`src/rtl/mem_access_pkg.sv`:
```
// Shared uDLX opcode constants and the memory-access stage state encoding.
package mem_access_pkg;

    localparam logic [5:0] R_TYPE_OPCODE = 6'h00;
    localparam logic [5:0] LW_OPCODE     = 6'h23;
    localparam logic [5:0] SW_OPCODE     = 6'h2B;

    typedef enum logic {
        ST_IDLE = 1'b0,
        ST_WAIT = 1'b1
    } mem_state_e;

endpackage

```
`src/rtl/mem_access_wait_timer.sv`:
```
// mem_wait_timer: counts cycles spent waiting for a bus ack and flags the
// cycle in which the wait-state limit is reached.
module mem_wait_timer #(
    parameter int unsigned LIMIT = 16
) (
    input  logic clk,
    input  logic rst,
    input  logic run_in,
    output logic expire_out
);

    localparam int unsigned CW = $clog2(LIMIT) + 1;

    logic [CW-1:0] count_q, count_d;

    // Count while waiting, clear as soon as the wait ends.
    always_comb begin
        count_d = run_in ? count_q + 1'b1 : '0;
    end

    assign expire_out = run_in && (count_q == CW'(LIMIT - 1));

    // Counter register.
    always_ff @(posedge clk or negedge rst) begin
        if (!rst) count_q <= '0;
        else      count_q <= count_d;
    end

endmodule

```
`src/rtl/mem_access.sv`:
```
// mem_access: uDLX memory-access stage. Runs one req/ack data-memory
// transaction per LW/SW, stalls upstream meanwhile, and issues a registered
// write-back bundle. Optional wait-state timeout: `define MEM_ACCESS_TIMEOUT_EN.
module mem_access
    import mem_access_pkg::*;
#(
    parameter int unsigned DATA_WIDTH         = 32,
    parameter int unsigned ADDR_WIDTH         = 32,
    parameter int unsigned OPCODE_WIDTH       = 6,
    parameter int unsigned REG_ADDR_WIDTH     = 5,
    parameter int unsigned MEM_TIMEOUT_CYCLES = 16
) (
    input  logic                      clk,
    input  logic                      rst,
    input  logic                      ex_valid_in,
    input  logic [OPCODE_WIDTH-1:0]   ex_opcode_in,
    input  logic [DATA_WIDTH-1:0]     ex_alu_result_in,
    input  logic [DATA_WIDTH-1:0]     ex_store_data_in,
    input  logic [REG_ADDR_WIDTH-1:0] ex_dest_reg_in,
    input  logic                      ex_reg_we_in,
    output logic                      stall_out,
    output logic                      mem_req_out,
    output logic                      mem_we_out,
    output logic [ADDR_WIDTH-1:0]     mem_addr_out,
    output logic [DATA_WIDTH-1:0]     mem_wdata_out,
    input  logic                      mem_ack_in,
    input  logic [DATA_WIDTH-1:0]     mem_rdata_in,
    output logic                      wb_valid_out,
    output logic [DATA_WIDTH-1:0]     wb_data_out,
    output logic [REG_ADDR_WIDTH-1:0] wb_dest_reg_out,
    output logic                      wb_reg_we_out,
    output logic                      mem_error_out
);

    mem_state_e                state_q, state_d;
    logic                      req_q, req_d;
    logic                      we_q, we_d;
    logic [ADDR_WIDTH-1:0]     addr_q, addr_d;
    logic [DATA_WIDTH-1:0]     wdata_q, wdata_d;
    logic [REG_ADDR_WIDTH-1:0] pend_dest_q, pend_dest_d;
    logic                      pend_we_q, pend_we_d;
    logic                      wb_valid_q, wb_valid_d;
    logic [DATA_WIDTH-1:0]     wb_data_q, wb_data_d;
    logic [REG_ADDR_WIDTH-1:0] wb_dest_q, wb_dest_d;
    logic                      wb_we_q, wb_we_d;
    logic                      err_q, err_d;

    logic                      timeout;
    logic                      is_lw, is_sw;
    logic [ADDR_WIDTH-1:0]     addr_in;

    assign is_lw   = (ex_opcode_in == OPCODE_WIDTH'(LW_OPCODE));
    assign is_sw   = (ex_opcode_in == OPCODE_WIDTH'(SW_OPCODE));
    assign addr_in = ADDR_WIDTH'(ex_alu_result_in);

`ifdef MEM_ACCESS_TIMEOUT_EN
    mem_wait_timer #(
        .LIMIT (MEM_TIMEOUT_CYCLES)
    ) u_mem_wait_timer (
        .clk        (clk),
        .rst        (rst),
        .run_in     (state_q == ST_WAIT),
        .expire_out (timeout)
    );
`else
    // No timer: the limit is inert and the stage waits for ack indefinitely.
    assign timeout = (MEM_TIMEOUT_CYCLES == 32'd0) & 1'b0;
`endif

    // Next-state and registered-output logic for the IDLE/WAIT controller.
    always_comb begin
        state_d     = state_q;
        req_d       = req_q;
        we_d        = we_q;
        addr_d      = addr_q;
        wdata_d     = wdata_q;
        pend_dest_d = pend_dest_q;
        pend_we_d   = pend_we_q;
        wb_valid_d  = 1'b0;
        wb_data_d   = wb_data_q;
        wb_dest_d   = wb_dest_q;
        wb_we_d     = wb_we_q;
        err_d       = 1'b0;
        case (state_q)
            ST_IDLE: begin
                if (ex_valid_in) begin
                    if (is_lw || is_sw) begin
                        if (addr_in[1:0] == 2'b00) begin
                            state_d     = ST_WAIT;
                            req_d       = 1'b1;
                            we_d        = is_sw;
                            addr_d      = addr_in;
                            wdata_d     = ex_store_data_in;
                            pend_dest_d = ex_dest_reg_in;
                            pend_we_d   = ex_reg_we_in;
                        end else begin
                            wb_valid_d = 1'b1;
                            wb_data_d  = ex_alu_result_in;
                            wb_dest_d  = ex_dest_reg_in;
                            wb_we_d    = 1'b0;
                            err_d      = 1'b1;
                        end
                    end else begin
                        wb_valid_d = 1'b1;
                        wb_data_d  = ex_alu_result_in;
                        wb_dest_d  = ex_dest_reg_in;
                        wb_we_d    = ex_reg_we_in;
                    end
                end
            end
            ST_WAIT: begin
                if (mem_ack_in) begin
                    state_d    = ST_IDLE;
                    req_d      = 1'b0;
                    wb_valid_d = 1'b1;
                    wb_data_d  = we_q ? '0 : mem_rdata_in;
                    wb_dest_d  = pend_dest_q;
                    wb_we_d    = !we_q && pend_we_q;
                end else if (timeout) begin
                    state_d    = ST_IDLE;
                    req_d      = 1'b0;
                    wb_valid_d = 1'b1;
                    wb_data_d  = '0;
                    wb_dest_d  = pend_dest_q;
                    wb_we_d    = 1'b0;
                    err_d      = 1'b1;
                end
            end
            default: state_d = ST_IDLE;
        endcase
    end

    // State and output registers; reset clears everything and drops req at once.
    always_ff @(posedge clk or negedge rst) begin
        if (!rst) begin
            state_q     <= ST_IDLE;
            req_q       <= 1'b0;
            we_q        <= 1'b0;
            addr_q      <= '0;
            wdata_q     <= '0;
            pend_dest_q <= '0;
            pend_we_q   <= 1'b0;
            wb_valid_q  <= 1'b0;
            wb_data_q   <= '0;
            wb_dest_q   <= '0;
            wb_we_q     <= 1'b0;
            err_q       <= 1'b0;
        end else begin
            state_q     <= state_d;
            req_q       <= req_d;
            we_q        <= we_d;
            addr_q      <= addr_d;
            wdata_q     <= wdata_d;
            pend_dest_q <= pend_dest_d;
            pend_we_q   <= pend_we_d;
            wb_valid_q  <= wb_valid_d;
            wb_data_q   <= wb_data_d;
            wb_dest_q   <= wb_dest_d;
            wb_we_q     <= wb_we_d;
            err_q       <= err_d;
        end
    end

    assign stall_out       = (state_q != ST_IDLE);
    assign mem_req_out     = req_q;
    assign mem_we_out      = we_q;
    assign mem_addr_out    = addr_q;
    assign mem_wdata_out   = wdata_q;
    assign wb_valid_out    = wb_valid_q;
    assign wb_data_out     = wb_data_q;
    assign wb_dest_reg_out = wb_dest_q;
    assign wb_reg_we_out   = wb_we_q;
    assign mem_error_out   = err_q;

endmodule

```
`config.mk`:
```
export PLATFORM = sky130hd
export DESIGN_NAME = mem_access
export DESIGN_NICKNAME = d
export VERILOG_FILES = /design/src/rtl/mem_access_pkg.sv /design/src/rtl/mem_access_wait_timer.sv /design/src/rtl/mem_access.sv
export SDC_FILE = /design/constraint.sdc
export NUM_CORES = 1
export LEC_CHECK = 0
export ABC_AREA = 1
export CAP_MARGIN = 20
export CORE_ASPECT_RATIO = 0.75
export CORE_UTILIZATION = 45
export CTS_CLUSTER_DIAMETER = 80
export DETAILED_ROUTE_END_ITERATION = 10
export PLACE_DENSITY = 0.86
export SETUP_SLACK_MARGIN = 0.05
export SYNTH_ARGS = -nofsm -noshare
export SYNTH_HDL_FRONTEND = slang
export SYNTH_SLANG_ARGS = --single-unit
```
`constraint.sdc`:
```
create_clock -name clk -period 2.2 [get_ports clk]
set_clock_uncertainty 0.15 [all_clocks]
set_input_delay 0.44 -clock clk [delete_from_list [all_inputs] [get_ports clk]]
set_output_delay 0.44 -clock clk [all_outputs]
set_load 0.1 [all_outputs]
```
==> run_results.csv, run 1 <==
group,metric,value,unit
synthesis,yosysUniqueCellTypes,16,
synthesis,synthTopCellsByCount,"nand2_1 (342), dfrtp_1 (113), nand3_1 (78)",
global_routing,gr-usage-met2,0.496,
synthesis,synth.avg_cell_area,7.96,um^2
global_routing,use_met1,0.361,
route,ant_nets,0,
synthesis,synth_compound_area_frac,0.0144,
worst_setup_path,path_max_fanout,45,
floorplanning,dieHeight,92.1,um
floorplanning,ios,219,
power_and_ir_drop,max-vdd-ir-drop,0.788,mV
synthesis,synthTopCellsByArea,"dfrtp_1 (58%), nand2_1 (26%), nand3_1 (8.0%), buf_2 (2.2%), inv_1 (1.2%)",
synthesis,synth_fp_nets,724,
run_status,status,"finished clean",
global_routing,grt_first_pass_wirelength,25300,um
clocking,clock_path_buffers,2,
timing,period_needed,1.78,ns
worst_setup_path,crit_type,"in -> reg",
timing,relSlewSlack,0.740,
synthesis,muxShareOfSynthArea,0,
layout,n_fill_cell,770,
worst_setup_path,cp_slowest_stage_delay,0.47,ns
power_and_ir_drop,power.density,970,nW/um^2
timing,slew_viol_final,0,
route,drt_iter0_drc,369,
route,viasPerCell,5.05,
place,dpl_cell_area,7020,um^2
global_routing,grt_pass1_vias,5088,
route,routedWlPerCell,16.0,um
synthesis,synthCells,612,
synthesis,yosysWarningCount,0,
layout,area_growth,57.5,%
synthesis,synth_fa_ha_area_frac,0,
synthesis,netlist.area_leader.share,0.580,
synthesis,synth_xor_area_frac,0,
route,drt-total-wl,15700,um
timing,rsz0062_at_grt,"no",
global_routing,grt_max_degree,52,
timing,hold_violations,0,
timing,finalCritPeriodShare,0.810,
global_routing,grt-busiest-layer,"met2",
global_routing,grt_use_total,0.297,
clocking,ctsHoldBuffers,1,
route,firstDrtPassIters,5,
clocking,clk_pin_slew,0.05,ns
global_routing,overflow,0,
floorplanning,dieWidth,122,um
place,place.gp.congestion,0.872,
timing,max_freq,0.561,GHz
clocking,clock_latency,0.40,ns
global_routing,antenna_found_initial,0,
synthesis,synth_top_area_cell,"dfrtp_1",
floorplanning,die_area,11300,um^2
clocking,cts_buffers,17,
worst_setup_path,critPathTopFamily,"buffers and inverters",
timing,setup_tns,0,ns
synthesis,synth-main-ff-cell,"dfrtp_1",
floorplanning,start_util,0.468,
worst_hold_path,hp-class,"reg -> reg",
worst_setup_path,critPathArrivalTime,1.97,ns
floorplanning,coreArea,10400,um^2
place,port_buffers,218,
synthesis,async_flop_share,1.00,
synthesis,synth_top_family_by_area,"simple AND/OR/NAND/NOR gates",
clocking,post_cts_resize_count,0,
worst_setup_path,cp-end-kind,"flop",
synthesis,yosysSeqAreaShare,0.580,
floorplanning,num_rows,32,
timing,tightest_slew,0.390,ns
power_and_ir_drop,cellLeakagePower,4.21,nW
run,maxCapViolCount,0,
clocking,cts_tree,"yes",
synthesis,yosys.cell_count.top_type,"nand2_1",
synthesis,synth_edf_count,0,
route,drc_errors,0,
layout,num-nets-final,943,
route,vias,4948,
worst_setup_path,startpoint_type,"input port",
worst_setup_path,critPathSlowestCell,"clkdlybuf4s50_1",
clocking,postCtsSetupRepairBufs,0,
global_routing,grt_use_met3,0.0752,
timing,setup_viol,0,
synthesis,syn-cell-area,4870,um^2
synthesis,synth_seq_cells,113,
layout,postLayoutCellArea,7680,um^2
worst_setup_path,path_cells,"clkdlybuf4s50_1, nand2_1, nor2_1, nand4_4, inv_2, buf_12, nand2_1, nand2_1",
clocking,cts.sinks,113,
clocking,htreeDepth,4,
clocking,cts_root_buf,"clkbuf_16",
synthesis,synth-simple-area-share,0.356,
layout,drive_gt1_frac,0.192,
worst_setup_path,critical_path_buf_inv_count,3,
layout,diodes,0,
worst_setup_path,crit_top_cell,"nand2_1",
place,dp_hpwl,10700,um
worst_setup_path,crit_required,2.39,ns
[through the flow]
step / total power, mW / utilization / hold slack (ns) / cells / setup WS (ns)
after CTS: 7.49 / 0.738 / 0.324 / 980 / 0.447
after floorplan: 3.83 / - / -0.00559 / 612 / 0.0630
after global routing: 7.67 / 0.738 / 0.361 / 980 / 0.322
after global placement: 4.46 / 0.674 / 0.226 / 947 / 0.125
final: 7.44 / 0.738 / 0.324 / 980 / 0.417
after detailed placement: 4.49 / 0.674 / 0.233 / 947 / 0.0822
[where the power goes]
part | total [mW] | leakage (nW) | switching, mW | internal (mW)
registers | 2.37 | 1.48 | 0.111 | 2.26
logic | 2.10 | 2.40 | 1.59 | 0.507
clock network | 2.98 | 0.319 | 0.937 | 2.04
[worst paths after layout]
check	from	to	slack [ns]	cells past startpoint
setup / recovery	ex_opcode_in[5]	mem_wdata_out[15]$_DFFE_PN0P_	0.42	8
max in group asynchronous	rst	wb_data_out[30]$_DFFE_PN0P_	0.93	3
min in group asynchronous	rst	mem_wdata_out[27]$_DFFE_PN0P_	0.36	2
hold / removal	mem_addr_out[1]$_DFFE_PN0P_	mem_addr_out[1]$_DFFE_PN0P_	0.32	2
setup reg to reg	stall_out$_DFF_PN0_	mem_wdata_out[15]$_DFFE_PN0P_	0.61	8
hold reg to reg	mem_addr_out[1]$_DFFE_PN0P_	mem_addr_out[1]$_DFFE_PN0P_	0.32	2
[worst min-delay path, cell delays in order (launching register included)]
cell and delay [ns]:
dfrtp_1 0.35, nand2_1 0.05, inv_1 0.04
[cells by family (layout without fill, tap and decap cells)]
logic type | count (synthesis) | in the layout
and+or+nand+nor | 430 | 430
DFF | 113 | 113
buffers and inverters | 55 | 287
AOI/OAI and AO/OA | 14 | 14
[layer usage]
layer | vias up | wire length, um
met5 | - | 0
met4 | 0 | 396
met3 | 27 | 1270
met2 | 229 | 7620
met1 | 2338 | 6450
li1 | 2354 | -
[cell type report]
cell class	count	area, um^2	share of cell area
Inverter	18	67.6	0.00880
Sequential cell	113	2830	0.368
Timing Repair Buffer	237	2160	0.281
Tap cell	136	170	0.0222
Multi-Input combinational cell	444	1810	0.235
Clock inverter	9	151	0.0197
Clock buffer	23	498	0.0649
[registers in the layout, indices dropped and copies added, names as in the netlist]
name / cells
mem_we_out: 1
wb_data_out: 32
wb_reg_we_out: 1
mem_error_out: 1
pend_dest_q: 5
mem_req_out: 1
stall_out: 1
mem_addr_out: 32
mem_wdata_out: 32
wb_dest_reg_out: 5
wb_valid_out: 1
pend_we_q: 1
[layout by cell type, fill, tap and decap left out, drive strengths merged]
master / instances
nand2: 342
nor2: 7
bufinv: 4
nand3: 78
clkdlybuf4s50: 110
clkinvlp: 1
clkbuf: 23
o21ai: 14
dlygate4sd3: 1
dfrtp: 113
nor3: 1
clkinv: 4
nand4: 2
buf: 126
inv: 18
(Power assumes the default switching activity.)
==> run 2, diff against run 1 <==
CORE_UTILIZATION = 42   (was 45)
PLACE_DENSITY = 0.81   (was 0.86)
clock period = 1.65 ns   (was 2.2 ns; I/O delays follow)
==> run 2 against run 1 <==
Effect of this change:
- the flow now finishes with violations (setup timing)
- sequential power rose by 40%
- final cell count rose by 3.9%
- worst hold slack got worse by 0.12 ns
- flip-flop and latch count did not move
- via count rose by 18%
- count of clock-buffer cells in the layout fell by 3
- utilization rose by 17 points
- register-to-register slack got worse by 0.67 ns
- setup slack got worse by 0.50 ns
==> run_results.csv, run 2 (synthesis gave the netlist of run 1 again) <==
group,metric,value,unit
worst_setup_path,cp-end-kind,"flop",
route,vias,5847,
run_status,status,"complete, but fails checks",
clocking,clock_path_buffers,2,
worst_setup_path,critPathArrivalTime,1.93,ns
worst_setup_path,path_max_fanout,6,
place,post-place-ws,-0.439,ns
route,ant_nets,0,
timing,period_needed,1.73,ns
layout,layout.cells.non_filler,1018,
global_routing,grt_pass1_vias,5733,
worst_setup_path,crit_required,1.84,ns
power_and_ir_drop,cellLeakagePower,5.04,nW
global_routing,grt_first_pass_wirelength,29600,um
timing,tightest_slew,0.334,ns
worst_setup_path,critical_path_buf_inv_count,6,
timing,max_freq,0.577,GHz
route,drt_iter0_drc,510,
timing,relSlewSlack,0.778,
layout,area_growth,107,%
place,place_inst,954,
place,dp_hpwl,12000,um
place,place.gp.congestion,0.855,
timing,setup_slack,-0.0845,ns
layout,num-nets-final,978,
clocking,htreeDepth,4,
layout,diodes,0,
layout,drive_gt1_frac,0.309,
timing,setup_viol,62,
worst_setup_path,crit_type,"in -> reg",
global_routing,antenna_found_initial,0,
route,firstDrtPassIters,7,
timing,fin_hold_ws,0.206,ns
route,viasPerCell,5.74,
global_routing,grt_use_total,0.329,
worst_setup_path,critPathTopFamily,"buffers and inverters",
place,port_buffers,218,
worst_setup_path,critPathSlowestCell,"clkdlybuf4s50_1",
layout,postLayoutCellArea,10100,um^2
worst_setup_path,rrSetupSlack,-0.06,ns
power_and_ir_drop,power,11.2,mW
worst_setup_path,path_cells,"clkdlybuf4s50_1, nor2_1, buf_4, nand4_4, clkinv_4, buf_6, buf_12, buf_16, nand2_2, nand2_1",
floorplanning,die_area,12000,um^2
clocking,clock_latency,0.41,ns
clocking,cts_root_buf,"clkbuf_16",
route,drt-total-wl,23700,um
route,drc_errors,0,
run_status,violations,"setup timing",
power_and_ir_drop,max-vdd-ir-drop,0.964,mV
layout,final_common_cell,"nand2_1",
clocking,cts_tree,"yes",
power_and_ir_drop,power.density,1110,nW/um^2
clocking,cts.sinks,113,
global_routing,overflow,0,
timing,rsz0062_at_grt,"yes",
timing,setup_tns,-2.42,ns
worst_setup_path,startpoint_type,"input port",
place,dpl_cell_area,8400,um^2
worst_setup_path,cp_slowest_stage_delay,0.44,ns
layout,utilization,0.909,
floorplanning,start_util,0.439,
floorplanning,dieHeight,95.3,um
layout,mostFrequentLayoutCells,"nand2_1 (278), buf_12 (119), dfrtp_1 (111)",
timing,finalCritPeriodShare,1.05,
worst_hold_path,hp-class,"in -> reg",
floorplanning,dieWidth,126,um
timing,slew_viol_final,0,
route,routedWlPerCell,23.3,um
timing,hold_violations,0,
clocking,cts_buffers,17,
global_routing,grt_max_degree,59,
clocking,clk_pin_slew,0.06,ns
floorplanning,coreArea,11100,um^2
floorplanning,ios,219,
floorplanning,num_rows,33,
run,maxCapViolCount,0,
run 2: changes by cell type in the layout (fill, tap and decap cells not counted), moves of 8 or more:
| cell | delta |
|---|---|
| nand2_4 | +18 |
| clkbuf_16 | +11 |
| nand2_2 | +46 |
| buf_4 | -105 |
| buf_12 | +111 |
| nand2_1 | -64 |
| buf_6 | +8 |
| buf_16 | +9 |
run 2: what timing repair did:
item	4_1_cts	5_1_grt
cloned	8	13
setup buffers	8	3
endpoints found under the setup margin	99	112
resized for setup	71	49
hold buffers	1	0
hold endpoints to repair	113	0
pin swaps	18	10
run 2: routing by layer:
layer	part of all wire	GRT usage	wire (um)
met1	0.35	0.383	8420
met2	0.48	0.581	11500
met3	0.11	0.0976	2610
met4	0.052	0.126	1220
met5	0	0	0
run 2: final cells by class:
type                       count  area, um^2
clock buffer                  20         457
clock inverter                11         233
fill                         399        1010
inverter                      18        77.6
multi-input combinational    444        2090
sequential                   113        2830
tap                          140         175
timing repair buffer         272        4220
run 2: tightest hold or removal path, delay by kind of cell:
family | cells | cell delay [ns]
simple gates | 3 | 0.28
buf+inv | 1 | 0.11
run 2: worst paths after layout:
kind / from / endpoint / cells past startpoint
min in group asynchronous: rst / mem_error_out$_DFF_PN0_ / 3
max: ex_alu_result_in[0] / mem_wdata_out[22]$_DFFE_PN0P_ / 10
max in group asynchronous: rst / stall_out$_DFF_PN0_ / 3
min: ex_opcode_in[2] / mem_error_out$_DFF_PN0_ / 4
min reg2reg: pend_dest_q[3]$_DFFE_PN0P_ / pend_dest_q[3]$_DFFE_PN0P_ / 2
max reg2reg: stall_out$_DFF_PN0_ / mem_wdata_out[22]$_DFFE_PN0P_ / 10
run 2: report_power, final:
| group | internal (mW) | switching [mW] | total (mW) |
|---|---|---|---|
| clock network | 3.05 | 1.34 | 4.39 |
| logic | 1.28 | 2.23 | 3.51 |
| registers | 3.01 | 0.299 | 3.31 |
